===== config.mk =====
export PLATFORM = sky130hd
export DESIGN_NAME = pipeline_hazard_ctrl
export DESIGN_NICKNAME = d
export VERILOG_FILES = /design/src/rtl/pipe_ctrl_pkg.sv /design/src/rtl/sat_counter.sv /design/src/rtl/pipeline_hazard_ctrl.sv
export SDC_FILE = /design/constraint.sdc
export NUM_CORES = 1
export LEC_CHECK = 0
export ABC_CLOCK_PERIOD_IN_PS = 2500
export BUFFER_PORTS_ARGS = -buffer_cell sky130_fd_sc_hd__buf_2
export CAP_MARGIN = 20
export CORE_ASPECT_RATIO = 1.2
export CORE_MARGIN = 5
export CORE_UTILIZATION = 55
export CTS_BUF_LIST = sky130_fd_sc_hd__clkbuf_8
export CTS_CLUSTER_DIAMETER = 50
export DETAILED_ROUTE_END_ITERATION = 8
export PLACE_DENSITY = 0.9
export SLEW_MARGIN = 10
export SYNTH_ARGS = -nofsm -noshare
export SYNTH_HDL_FRONTEND = slang
export SYNTH_HIERARCHICAL = 1
export SYNTH_SLANG_ARGS = --single-unit

===== constraint.sdc =====
create_clock -name clk -period 2.5 [get_ports clk]
set_input_delay 0.625 -clock clk [delete_from_list [all_inputs] [get_ports clk]]
set_output_delay 0.625 -clock clk [all_outputs]
set_load 0.02 [all_outputs]

===== src/rtl/pipe_ctrl_pkg.sv =====
// Shared types and constants for the front-end pipeline hazard sequencer
// and the pipeline registers it controls.
package pipe_ctrl_pkg;

  localparam int REG_W = 5;

  localparam logic [31:0] NOP_INSTR = 32'h0000_0000;

  typedef enum logic [1:0] {
    RUN   = 2'd0,
    FLUSH = 2'd1,
    STALL = 2'd2
  } hz_state_e;

endpackage


===== src/rtl/sat_counter.sv =====
// Saturating up-counter with asynchronous active-low reset; holds at all-ones.
module sat_counter #(
  parameter int W = 32
) (
  input  logic         clk,
  input  logic         rst_n,
  input  logic         inc,
  output logic [W-1:0] count
);

  logic [W-1:0] count_r;

  // Count up on inc, stop at the maximum value instead of wrapping
  always_ff @(posedge clk or negedge rst_n) begin
    if (!rst_n) begin
      count_r <= {W{1'b0}};
    end else if (inc && (count_r != {W{1'b1}})) begin
      count_r <= count_r + {{(W-1){1'b0}}, 1'b1};
    end else begin
      count_r <= count_r;
    end
  end

  assign count = count_r;

endmodule


===== src/rtl/pipeline_hazard_ctrl.sv =====
// Stall/flush sequencer for the fetch->decode and decode->execute registers:
// redirects open flush windows, load-use hazards open stall windows.
module pipeline_hazard_ctrl
  import pipe_ctrl_pkg::*;
#(
  parameter int FLUSH_CYCLES      = 3,
  parameter int LOAD_STALL_CYCLES = 1,
  parameter int CNT_W             = 32,
  parameter int REG_W             = pipe_ctrl_pkg::REG_W
) (
  input  logic             clk,
  input  logic             rst_n,
  input  logic             jal_ex,
  input  logic             jalr_ex,
  input  logic             branch_taken_ex,
  input  logic             load_ex,
  input  logic [REG_W-1:0] load_rd_ex,
  input  logic [REG_W-1:0] rs1_id,
  input  logic [REG_W-1:0] rs2_id,
  input  logic             rs1_used_id,
  input  logic             rs2_used_id,
  output logic             pc_stall,
  output logic             if_id_stall,
  output logic             if_id_flush,
  output logic             id_ex_flush,
  output logic             busy,
  output logic [CNT_W-1:0] stall_cnt,
  output logic [CNT_W-1:0] flush_cnt
);

  localparam logic [2:0] FLUSH_RELOAD = 3'(FLUSH_CYCLES - 1);
  localparam logic [2:0] STALL_RELOAD = 3'(LOAD_STALL_CYCLES - 1);

  hz_state_e  state_r, state_next_s;
  logic [2:0] cnt_r, cnt_next_s;
  logic       redirect_s;
  logic       hazard_s;
  logic       flush_inc_s;

  assign redirect_s = jal_ex | jalr_ex | branch_taken_ex;
  assign hazard_s   = load_ex & (load_rd_ex != {REG_W{1'b0}}) &
                      ((rs1_used_id & (rs1_id == load_rd_ex)) |
                       (rs2_used_id & (rs2_id == load_rd_ex)));

  // State and window counter register
  always_ff @(posedge clk or negedge rst_n) begin
    if (!rst_n) begin
      state_r <= RUN;
      cnt_r   <= 3'd0;
    end else begin
      state_r <= state_next_s;
      cnt_r   <= cnt_next_s;
    end
  end

  // Next state and combinational controls; everything is forced low during reset
  always_comb begin
    state_next_s = state_r;
    cnt_next_s   = cnt_r;
    pc_stall     = 1'b0;
    if_id_stall  = 1'b0;
    if_id_flush  = 1'b0;
    id_ex_flush  = 1'b0;
    busy         = 1'b0;
    flush_inc_s  = 1'b0;
    if (!rst_n) begin
      state_next_s = RUN;
      cnt_next_s   = 3'd0;
    end else if (redirect_s) begin
      // A redirect overrides any stall and restarts the flush window
      if_id_flush = 1'b1;
      id_ex_flush = 1'b1;
      flush_inc_s = 1'b1;
      busy        = (state_r != RUN);
      if (FLUSH_CYCLES > 1) begin
        state_next_s = FLUSH;
        cnt_next_s   = FLUSH_RELOAD;
      end else begin
        state_next_s = RUN;
        cnt_next_s   = 3'd0;
      end
    end else begin
      busy = (state_r != RUN);
      case (state_r)
        FLUSH: begin
          if_id_flush = 1'b1;
          if (cnt_r <= 3'd1) begin
            state_next_s = RUN;
            cnt_next_s   = 3'd0;
          end else begin
            cnt_next_s = cnt_r - 3'd1;
          end
        end
        STALL: begin
          // A hazard seen here does not extend the current window
          pc_stall    = 1'b1;
          if_id_stall = 1'b1;
          id_ex_flush = 1'b1;
          if (cnt_r <= 3'd1) begin
            state_next_s = RUN;
            cnt_next_s   = 3'd0;
          end else begin
            cnt_next_s = cnt_r - 3'd1;
          end
        end
        RUN: begin
          if (hazard_s) begin
            pc_stall    = 1'b1;
            if_id_stall = 1'b1;
            id_ex_flush = 1'b1;
            if (LOAD_STALL_CYCLES > 1) begin
              state_next_s = STALL;
              cnt_next_s   = STALL_RELOAD;
            end else begin
              state_next_s = RUN;
              cnt_next_s   = 3'd0;
            end
          end else begin
            state_next_s = RUN;
            cnt_next_s   = 3'd0;
          end
        end
        default: begin
          state_next_s = RUN;
          cnt_next_s   = 3'd0;
        end
      endcase
    end
  end

  sat_counter #(.W(CNT_W)) u_stall_cnt (
    .clk   (clk),
    .rst_n (rst_n),
    .inc   (pc_stall),
    .count (stall_cnt)
  );

  sat_counter #(.W(CNT_W)) u_flush_cnt (
    .clk   (clk),
    .rst_n (rst_n),
    .inc   (flush_inc_s),
    .count (flush_cnt)
  );

endmodule

==> impl_metrics.ini, run 1 <==
[sta]
min_period_ns = 2.52
setup_slack_ns = -0.0249
whs_ns = 0.105
hold_violations = 0
rsz0062_at_grt = true
post-route-period-util = 1.01
slew_headroom = 0.568
setup_viol = 2
slew_violations = 0
fin_setup_tns_ns = -0.0486
finalClockSkew_ns = 0.00541
max_freq_mhz = 396
worstMarginPinSlew_ns = 0.646

[power]
peakVddDrop_uv = 330
combPwrFrac = 0.153
p_int_uw = 1730
p_per_area_mw_per_mm2 = 525
sequentialPowerShare = 0.510
cellLeakagePower_uw = 0.00219
p_sw_frac = 0.287
total_power_uw = 2420
p_sw_uw = 694
pwr-share-clk = 0.337

[detailed_routing]
wirelength_um = 9180
drt_first_pass_iters = 4
drt-wirelength-per-cell_um = 16.7
drc = 0
ant_nets = 0
vias = 3175
vias_per_cell = 5.77
drt-initial-drc-count = 189

[floorplanning]
initial_core_util = 0.564
die_h_um = 99.0
die_w_um = 84.2
die-area_mm2 = 0.00834
io_pins = 92
coreArea_mm2 = 0.00645
row_count = 32

[yosys]
synthAdderAreaFrac = 0.0138
synthTopCellsByCount = 68 x dfrtp_1, 51 x xnor2_1, 34 x nand2_1, 30 x nand3_1, 30 x nand4_1
yosysUniqueCellTypes = 39
synth_top_area_cell = dfrtp_1
yosysWarnings = 6
synth_seq_cells = 68
synthMuxAreaShare = 0.0124
synth_compound_area_frac = 0.0413
synth_seq_area_share = 0.468
syn_nets = 372
synth_edf_count = 0
synth_top_area_frac = 0.468
synthCells = 345
synth_top_family_by_area = simple AND/OR/NAND/NOR gates
synth-simple-area-share = 0.282
synth.top_cells.by_area = dfrtp_1 47%, xnor2_1 12%, nand4_1 5.2%
avgSynthCellArea_um2 = 10.5
yosysMostFrequentCell = dfrtp_1
synth_area_mm2 = 0.00363
synth_xor_area_frac = 0.166
synth-main-ff-cell = dfrtp_1
async_reset_ff_frac = 1.00

[setup_path]
critical_path_class = in2out
startpoint_type = primary input
crit_fanout = 2
end_kind = output port
crit_arrival_ns = 1.90
cp.required_ns = 1.88

[placement]
dp_hpwl_um = 6690
portBuffers = 91
globalplace.congestion = 0.842
dp.cells = 532

[grt]
grt_usage = 0.223
grt-ovfl-total = 0
antenna_found_initial = 0
grt_max_degree = 52
grt_first_pass_wirelength_um = 15100
grt_pass1_vias = 3294

[flow_run]
max_cap_viol_count = 0

[cells_and_area]
num_antenna_cells = 0
fin_cells = 550
nFillCells = 438
final_nets = 489
syn2layout_area_growth_pct = 27.0
drive_above_1_share = 0.353
multi_input_area_mm2 = 0.00197
ff_latch_area_mm2 = 0.00170

[run_status]
violations = negative setup slack
outcome = complete, but fails checks

[cts]
ctsHoldBuffers = 0
cts_tree = built
cts_made_buffers = 9
clkTransAtPathRegs_ns = 0.06
cts.path.max_buffers = 2
clock-root-buffer = clkbuf_8
insertion_delay_ns = 0.34
cts.sinks = 68
htreeDepth = 3

[worst_hold_path]
hp-class = in2async
-- worst paths after layout --
kind	cells after the start	startpoint	end	slack, ns
max reg2reg	5	u_stall_cnt/count[23]$_DFFE_PN0P_	u_stall_cnt/count[1]$_DFFE_PN0P_	0.27
max in group asynchronous	2	rst_n	u_stall_cnt/count[17]$_DFFE_PN0P_	1.56
max	7	rs1_id[1]	if_id_stall	-0.02
min reg2reg	1	cnt_r[0]$_DFF_PN0_	cnt_r[0]$_DFF_PN0_	0.47
min	1	rst_n	cnt_r[2]$_DFF_PN0_	0.11
min in group clk	1	cnt_r[0]$_DFF_PN0_	cnt_r[0]$_DFF_PN0_	0.47
-- per-stage QoR --
stage / area [µm²] / util / worst slack, ns
6_report: 4610 / 0.716 / -0.0249
3_3_place_gp: 4280 / 0.665 / -0.124
4_1_cts: 4480 / 0.695 / 0.000572
5_1_grt: 4610 / 0.716 / -0.110
2_1_floorplan: 3640 / - / -0.201
3_5_place_dp: 4280 / 0.665 / -0.211
-- routing by layer --
| metal | up-vias | global-route usage | part of all wire |
|---|---|---|---|
| li1 | 1470 | - | - |
| met1 | 1538 | 0.259 | 0.38 |
| met2 | 154 | 0.376 | 0.52 |
| met3 | 13 | 0.0761 | 0.083 |
| met4 | 0 | 0.0928 | 0.016 |
| met5 | - | 0 | 0 |
-- logic make-up after synthesis --
family / after synthesis
and+or+nand+nor: 171
xor gates and xnor gates: 69
DFF: 68
AOI/OAI and AO/OA: 19
buffers and inverters: 10
muxes: 4
adders and majority gates: 4
-- power groups by stage --
stage	Clock [µW]	Sequential (µW)	Combinational, µW
2_1_floorplan	0	1310	144
3_3_place_gp	0	1250	346
3_5_place_dp	0	1260	360
4_1_cts	830	1240	364
5_1_grt	891	1250	403
6_report	816	1240	371
-- placed cells by master (no fill, tap or decap), types with 6 or more instances in the layout --
cell,count
and4_1,8
buf_2,84
buf_4,21
buf_6,6
clkbuf_8,12
dfrtp_1,68
nand2_1,34
nand3_1,29
nand4_1,30
nor2_1,19
nor3_1,7
xnor2_1,50
xor2_1,16
-- layout make-up --
type / count / share of cell area
Tap cell: 85 / 0.0231
Clock buffer: 12 / 0.0358
Multi-Input combinational cell: 267 / 0.426
Timing Repair Buffer: 111 / 0.140
Sequential cell: 68 / 0.369
Inverter: 5 / 0.00407
Clock inverter: 2 / 0.00217
-- worst max-delay path, cell delays in order --
cell and delay, ns:
buf_6 0.10, xor2_2 0.17, nor4_2 0.31, a32oi_2 0.20, nor3_4 0.23, buf_4 0.14, buf_4 0.13
-- flip-flops by register name, summed over array words and instances, names as in the netlist --
name	flops
u_stall_cnt/count	32
cnt_r	3
u_flush_cnt/count	32
state_r	1
-- repair_timing --
| action | in CTS | in global routing |
|---|---|---|
| pin swaps | 2 | 15 |
| resized for setup | 2 | 22 |
| setup buffers | 1 | 3 |
| cloned | 0 | 0 |
| endpoints found under the setup margin | 2 | 22 |
(Power assumes the default switching activity.)
==> run 2, diff against run 1 <==
- ABC_CLOCK_PERIOD_IN_PS: 2500 -> 2900
- HOLD_SLACK_MARGIN: not set -> 0.05
- clock period: 2.5 -> 2.9 ns (I/O delays scaled with it)
==> run 2 against run 1 <==
Net effect: the run now ends clean; setup slack gained 0.14 ns; global-route usage grew 0.26 points; flip-flop and latch count is the same; critical path depth is the same; routed wire length grew 0.74%; largest cell class unchanged.
==> impl_metrics.ini, run 2 (synthesized netlist as in run 1, its figures left out) <==
[power]
cellLeakagePower_uw = 0.00212
total_power_uw = 2310
p_per_area_mw_per_mm2 = 520
peakVddDrop_uv = 360

[floorplanning]
die_w_um = 84.2
io_pins = 92
die_h_um = 99.0
die-area_mm2 = 0.00834
initial_core_util = 0.564
row_count = 32
coreArea_mm2 = 0.00645

[cells_and_area]
final_common_cell = buf_2
syn2layout_area_growth_pct = 22.4
num_antenna_cells = 0
final_cell_mix = 91 x buf_2, 68 x dfrtp_1, 51 x xnor2_1
nFillCells = 486
drive_above_1_share = 0.309
final_nets = 475

[sta]
slew_violations = 0
setup_viol = 0
min_period_ns = 2.79
rsz0062_at_grt = false
finalClockSkew_ns = 0.00860
slew_headroom = 0.576
fin_setup_tns_ns = 0
worstMarginPinSlew_ns = 0.635
max_freq_mhz = 359
post-route-period-util = 0.962
whs_ns = 0.187
hold_violations = 0

[setup_path]
endpoint = if_id_stall
crit_chain = buf_2 > xor2_1 > nor4_2 > a32oi_1 > nor3_4 > buf_4 > buf_2
critical_path_class = in2out
crit_fanout = 6
crit_slowest_cell = nor4_2
startpoint_type = primary input
reg2reg_from = u_stall_cnt/count[23]$_DFFE_PN0P_
end_kind = output port
critical_path.startpoint = load_rd_ex[3]
cp.required_ns = 2.17
reg2reg_to = u_stall_cnt/count[25]$_DFFE_PN0P_
crit_top_cell = buf_2
path_buf_inv = 3
cp.depth = 7
r2r_setup_slack_ns = 0.51
crit_family = simple AND/OR/NAND/NOR gates
r2r_cells = 5
crit_arrival_ns = 2.06
cp_slowest_stage_delay_ns = 0.28

[grt]
grt_usage = 0.226
grt_first_pass_wirelength_um = 15200
grt_max_degree = 36
antenna_found_initial = 0
grt_pass1_vias = 3225
grt-ovfl-total = 0

[worst_hold_path]
hp-class = in2async

[detailed_routing]
ant_nets = 0
drt-wirelength-per-cell_um = 17.2
vias_per_cell = 5.93
wirelength_um = 9250
vias = 3193
drt_first_pass_iters = 4
drc = 0
drt-initial-drc-count = 147

[placement]
portBuffers = 91
dp_hpwl_um = 6750
globalplace.congestion = 0.908

[cts]
htreeDepth = 3
cts_made_buffers = 9
insertion_delay_ns = 0.34
clock-root-buffer = clkbuf_8
clkTransAtPathRegs_ns = 0.08
cts_tree = built
cts.sinks = 68
cts_resized = 0
cts.path.max_buffers = 2
ctsHoldBuffers = 0
post-cts-setup-buffer-count = 0

[flow_run]
max_cap_viol_count = 0

[run_status]
outcome = finished clean
[run 2: changes by cell type in the layout (fill, tap and decap cells not counted), moves of 2 or more]
cell / before / now
buf_2: 84 / 91
buf_4: 21 / 6
buf_6: 6 / 0
bufinv_16: 0 / 3
clkbuf_8: 12 / 9
nor2_1: 19 / 21
nor4_1: 5 / 7
nor4_2: 5 / 3
xor2_1: 16 / 18
xor2_2: 2 / 0
[run 2: metal layers]
layer	vias up	GRT usage	part of all wire
li1	1453	-	-
met1	1568	0.267	0.39
met2	145	0.391	0.51
met3	27	0.0543	0.071
met4	0	0.0941	0.024
met5	-	0	0
[run 2: where the power goes]
part,switching (µW),total (µW),internal [µW]
Sequential,68.0,1060,997
Combinational,185,301,116
Clock,378,947,570
[run 2: final cells by class]
| class | count | area [µm²] | share of cell area |
|---|---|---|---|
| multi-input combinational | 267 | 1880 | 0.423 |
| sequential | 68 | 1700 | 0.383 |
| timing repair buffer | 97 | 500 | 0.113 |
| clock buffer | 9 | 124 | 0.0278 |
| clock inverter | 7 | 115 | 0.0259 |
| tap | 85 | 106 | 0.0239 |
| inverter | 5 | 18.8 | 0.00422 |
[run 2: worst min path at each step]
stage / startpoint / end / slack, ns / depth (start not counted)
floorplan: rst_n / cnt_r[0]$_DFF_PN0_ / 0.43 / 0
global placement: cnt_r[0]$_DFF_PN0_ / cnt_r[0]$_DFF_PN0_ / 0.45 / 1
detailed placement: cnt_r[0]$_DFF_PN0_ / cnt_r[0]$_DFF_PN0_ / 0.47 / 1
CTS: rst_n / state_r[0]$_DFFE_PN0P_ / 0.18 / 1
global route: rst_n / state_r[0]$_DFFE_PN0P_ / 0.17 / 1
finish: rst_n / state_r[0]$_DFFE_PN0P_ / 0.19 / 1
[run 2: stage by stage]
stage | utilization | setup slack (ns) | instances | cell area (µm²)
after floorplan | - | 0.0563 | 345 | 3640
after global placement | 0.653 | 0.133 | 522 | 4210
after detailed placement | 0.653 | 0.00899 | 522 | 4210
after CTS | 0.690 | 0.103 | 538 | 4450
after global routing | 0.690 | 0.00202 | 538 | 4450
final | 0.690 | 0.111 | 538 | 4450
==> run 3, diff against run 2 <==
- CORE_UTILIZATION: 55 -> 54
- SYNTH_HIERARCHICAL: 1 -> not set
- TNS_END_PERCENT: not set -> 20
==> run 3 against run 2 <==
Net effect: non-clock buffer count shrank 1; first-iteration DRC count shrank 31%; area after synthesis shrank 5.9%; sequential power is essentially flat; routed wire length shrank 15%; setup slack gained 0.16 ns; critical endpoint is now if_id_flush; core utilization shrank 0.64 points.
==> impl_metrics.ini, run 3 <==
[cts]
clkTransAtPathRegs_ns = 0.07
ctsHoldBuffers = 0
cts_made_buffers = 9
htreeDepth = 3
cts.path.max_buffers = 2
cts_resized = 0
cts_tree = built
cts.sinks = 68
post-cts-setup-buffer-count = 0
clock-root-buffer = clkbuf_8
insertion_delay_ns = 0.35

[yosys]
synth_seq_area_share = 0.497
synth_area_mm2 = 0.00342
synth_top_area_frac = 0.497
synthCells = 330
yosysWarnings = 0
synthTopCellsByCount = 68 x dfrtp_1, 38 x xnor2_1, 33 x nand2_1, 33 x xor2_1, 26 x nand3_1
synth-main-ff-cell = dfrtp_1
avgSynthCellArea_um2 = 10.4
yosysMostFrequentCell = dfrtp_1
yosysUniqueCellTypes = 41
synth_edf_count = 0
synth_seq_cells = 68
async_reset_ff_frac = 1.00
synth_top_area_cell = dfrtp_1
synth.top_cells.by_area = dfrtp_1 50%, xnor2_1 9.7%, xor2_1 8.4%
syn_nets = 356

[sta]
whs_ns = 0.449
setup_viol = 0
worstMarginPinSlew_ns = 0.610
hold_violations = 0
post-route-period-util = 0.907
finalClockSkew_ns = 0.00726
rsz0062_at_grt = false
slew_violations = 0
slew_headroom = 0.593
min_period_ns = 2.63
fin_setup_tns_ns = 0
max_freq_mhz = 380

[grt]
grt-ovfl-total = 0
grt_pass1_vias = 2797
grt_max_degree = 38
grtUsageMet2 = 0.345
top_usage_layer = met2
grt_usage = 0.202
grtUsageMet1 = 0.228
grt_first_pass_wirelength_um = 12800
met3_usage = 0.0519
antenna_found_initial = 0

[setup_path]
crit_fanout = 3
crit_arrival_ns = 1.90
startpoint_type = primary input
crit_top_cell = buf_2
cp_slowest_stage_delay_ns = 0.41
cp.required_ns = 2.17
crit_slowest_cell = or3_1
r2r_cells = 7
crit_chain = buf_2 > or3_1 > and2_1 > or2_2 > buf_2
critical_path_class = in2out
end_kind = output port

[flow_run]
max_cap_viol_count = 0

[cells_and_area]
num_antenna_cells = 0
nFillCells = 485
final_nets = 459
fin_cells = 520
final_common_cell = buf_2
final_cell_mix = 91 x buf_2, 68 x dfrtp_1, 38 x xnor2_1
syn2layout_area_growth_pct = 21.7
drive_above_1_share = 0.295

[detailed_routing]
wirelength_um = 7860
drt_first_pass_iters = 4
vias_per_cell = 5.41
ant_nets = 0
vias = 2815
drt-initial-drc-count = 101
drc = 0
drt-wirelength-per-cell_um = 15.1

[power]
cellLeakagePower_uw = 0.00216
p_per_area_mw_per_mm2 = 486
peakVddDrop_uv = 548
total_power_uw = 2030

[placement]
dp.cells = 504
globalplace.congestion = 0.854
portBuffers = 91
dp_hpwl_um = 5860

[run_status]
outcome = finished clean

[worst_hold_path]
hp-class = in2async

[floorplanning]
coreArea_mm2 = 0.00609
io_pins = 92
die_w_um = 82.7
die-area_mm2 = 0.00803
row_count = 31
die_h_um = 97.2
initial_core_util = 0.562
-- run 3: final cells by class --
| type | count | area [µm²] | area share |
|---|---|---|---|
| Clock buffer | 10 | 138 | 0.0331 |
| Multi-Input combinational cell | 247 | 1650 | 0.397 |
| Timing Repair Buffer | 96 | 493 | 0.118 |
| Sequential cell | 68 | 1700 | 0.409 |
| Clock inverter | 6 | 32.5 | 0.00781 |
| Inverter | 11 | 41.3 | 0.00992 |
| Tap cell | 82 | 103 | 0.0246 |
-- run 3: where the power goes --
| group | internal, µW | switching, µW |
|---|---|---|
| clock network | 324 | 354 |
| logic | 114 | 177 |
| registers | 997 | 58.4 |
-- run 3: metal layers --
layer | vias to the layer above | wire [µm]
li1 | 1359 | -
met1 | 1357 | 3040
met2 | 91 | 4130
met3 | 8 | 614
met4 | 0 | 72
met5 | - | 0
-- run 3: critical path, delay by kind of cell --
kind	cells	cell delay, ns
buffers and inverters	2	0.27
and+or+nand+nor	3	0.91
-- run 3: worst paths after layout --
path | from | to | slack, ns
worst max-delay path | jalr_ex | if_id_flush | 0.27
worst min-delay path | rst_n | u_stall_cnt.count[19]$_DFFE_PN0P_ | 0.45
worst max register to register | u_stall_cnt.count[0]$_DFFE_PN0P_ | u_stall_cnt.count[26]$_DFFE_PN0P_ | 0.61
worst min register to register | cnt_r[0]$_DFF_PN0_ | cnt_r[0]$_DFF_PN0_ | 0.45
max in group asynchronous | rst_n | cnt_r[0]$_DFF_PN0_ | 2.11
min in group clk | cnt_r[0]$_DFF_PN0_ | cnt_r[0]$_DFF_PN0_ | 0.45
-- run 3: cells by family after synthesis --
kind of cell / share of synthesized area
AO/OA/AOI/OAI: 0.0194
XOR/XNOR: 0.182
adder cells (fa/ha/maj): 0.0110
buffers and inverters: 0.0190
flip-flops: 0.497
multiplexers: 0.00951
AND/OR/NAND/NOR: 0.262
-- run 3: stage by stage --
step	instance area [µm²]	utilization	setup WS, ns
5_1_grt	4160	0.684	0.242
3_3_place_gp	3990	0.656	0.271
6_report	4160	0.684	0.271
2_1_floorplan	3420	-	0.430
4_1_cts	4160	0.684	0.275
3_5_place_dp	3990	0.656	0.179
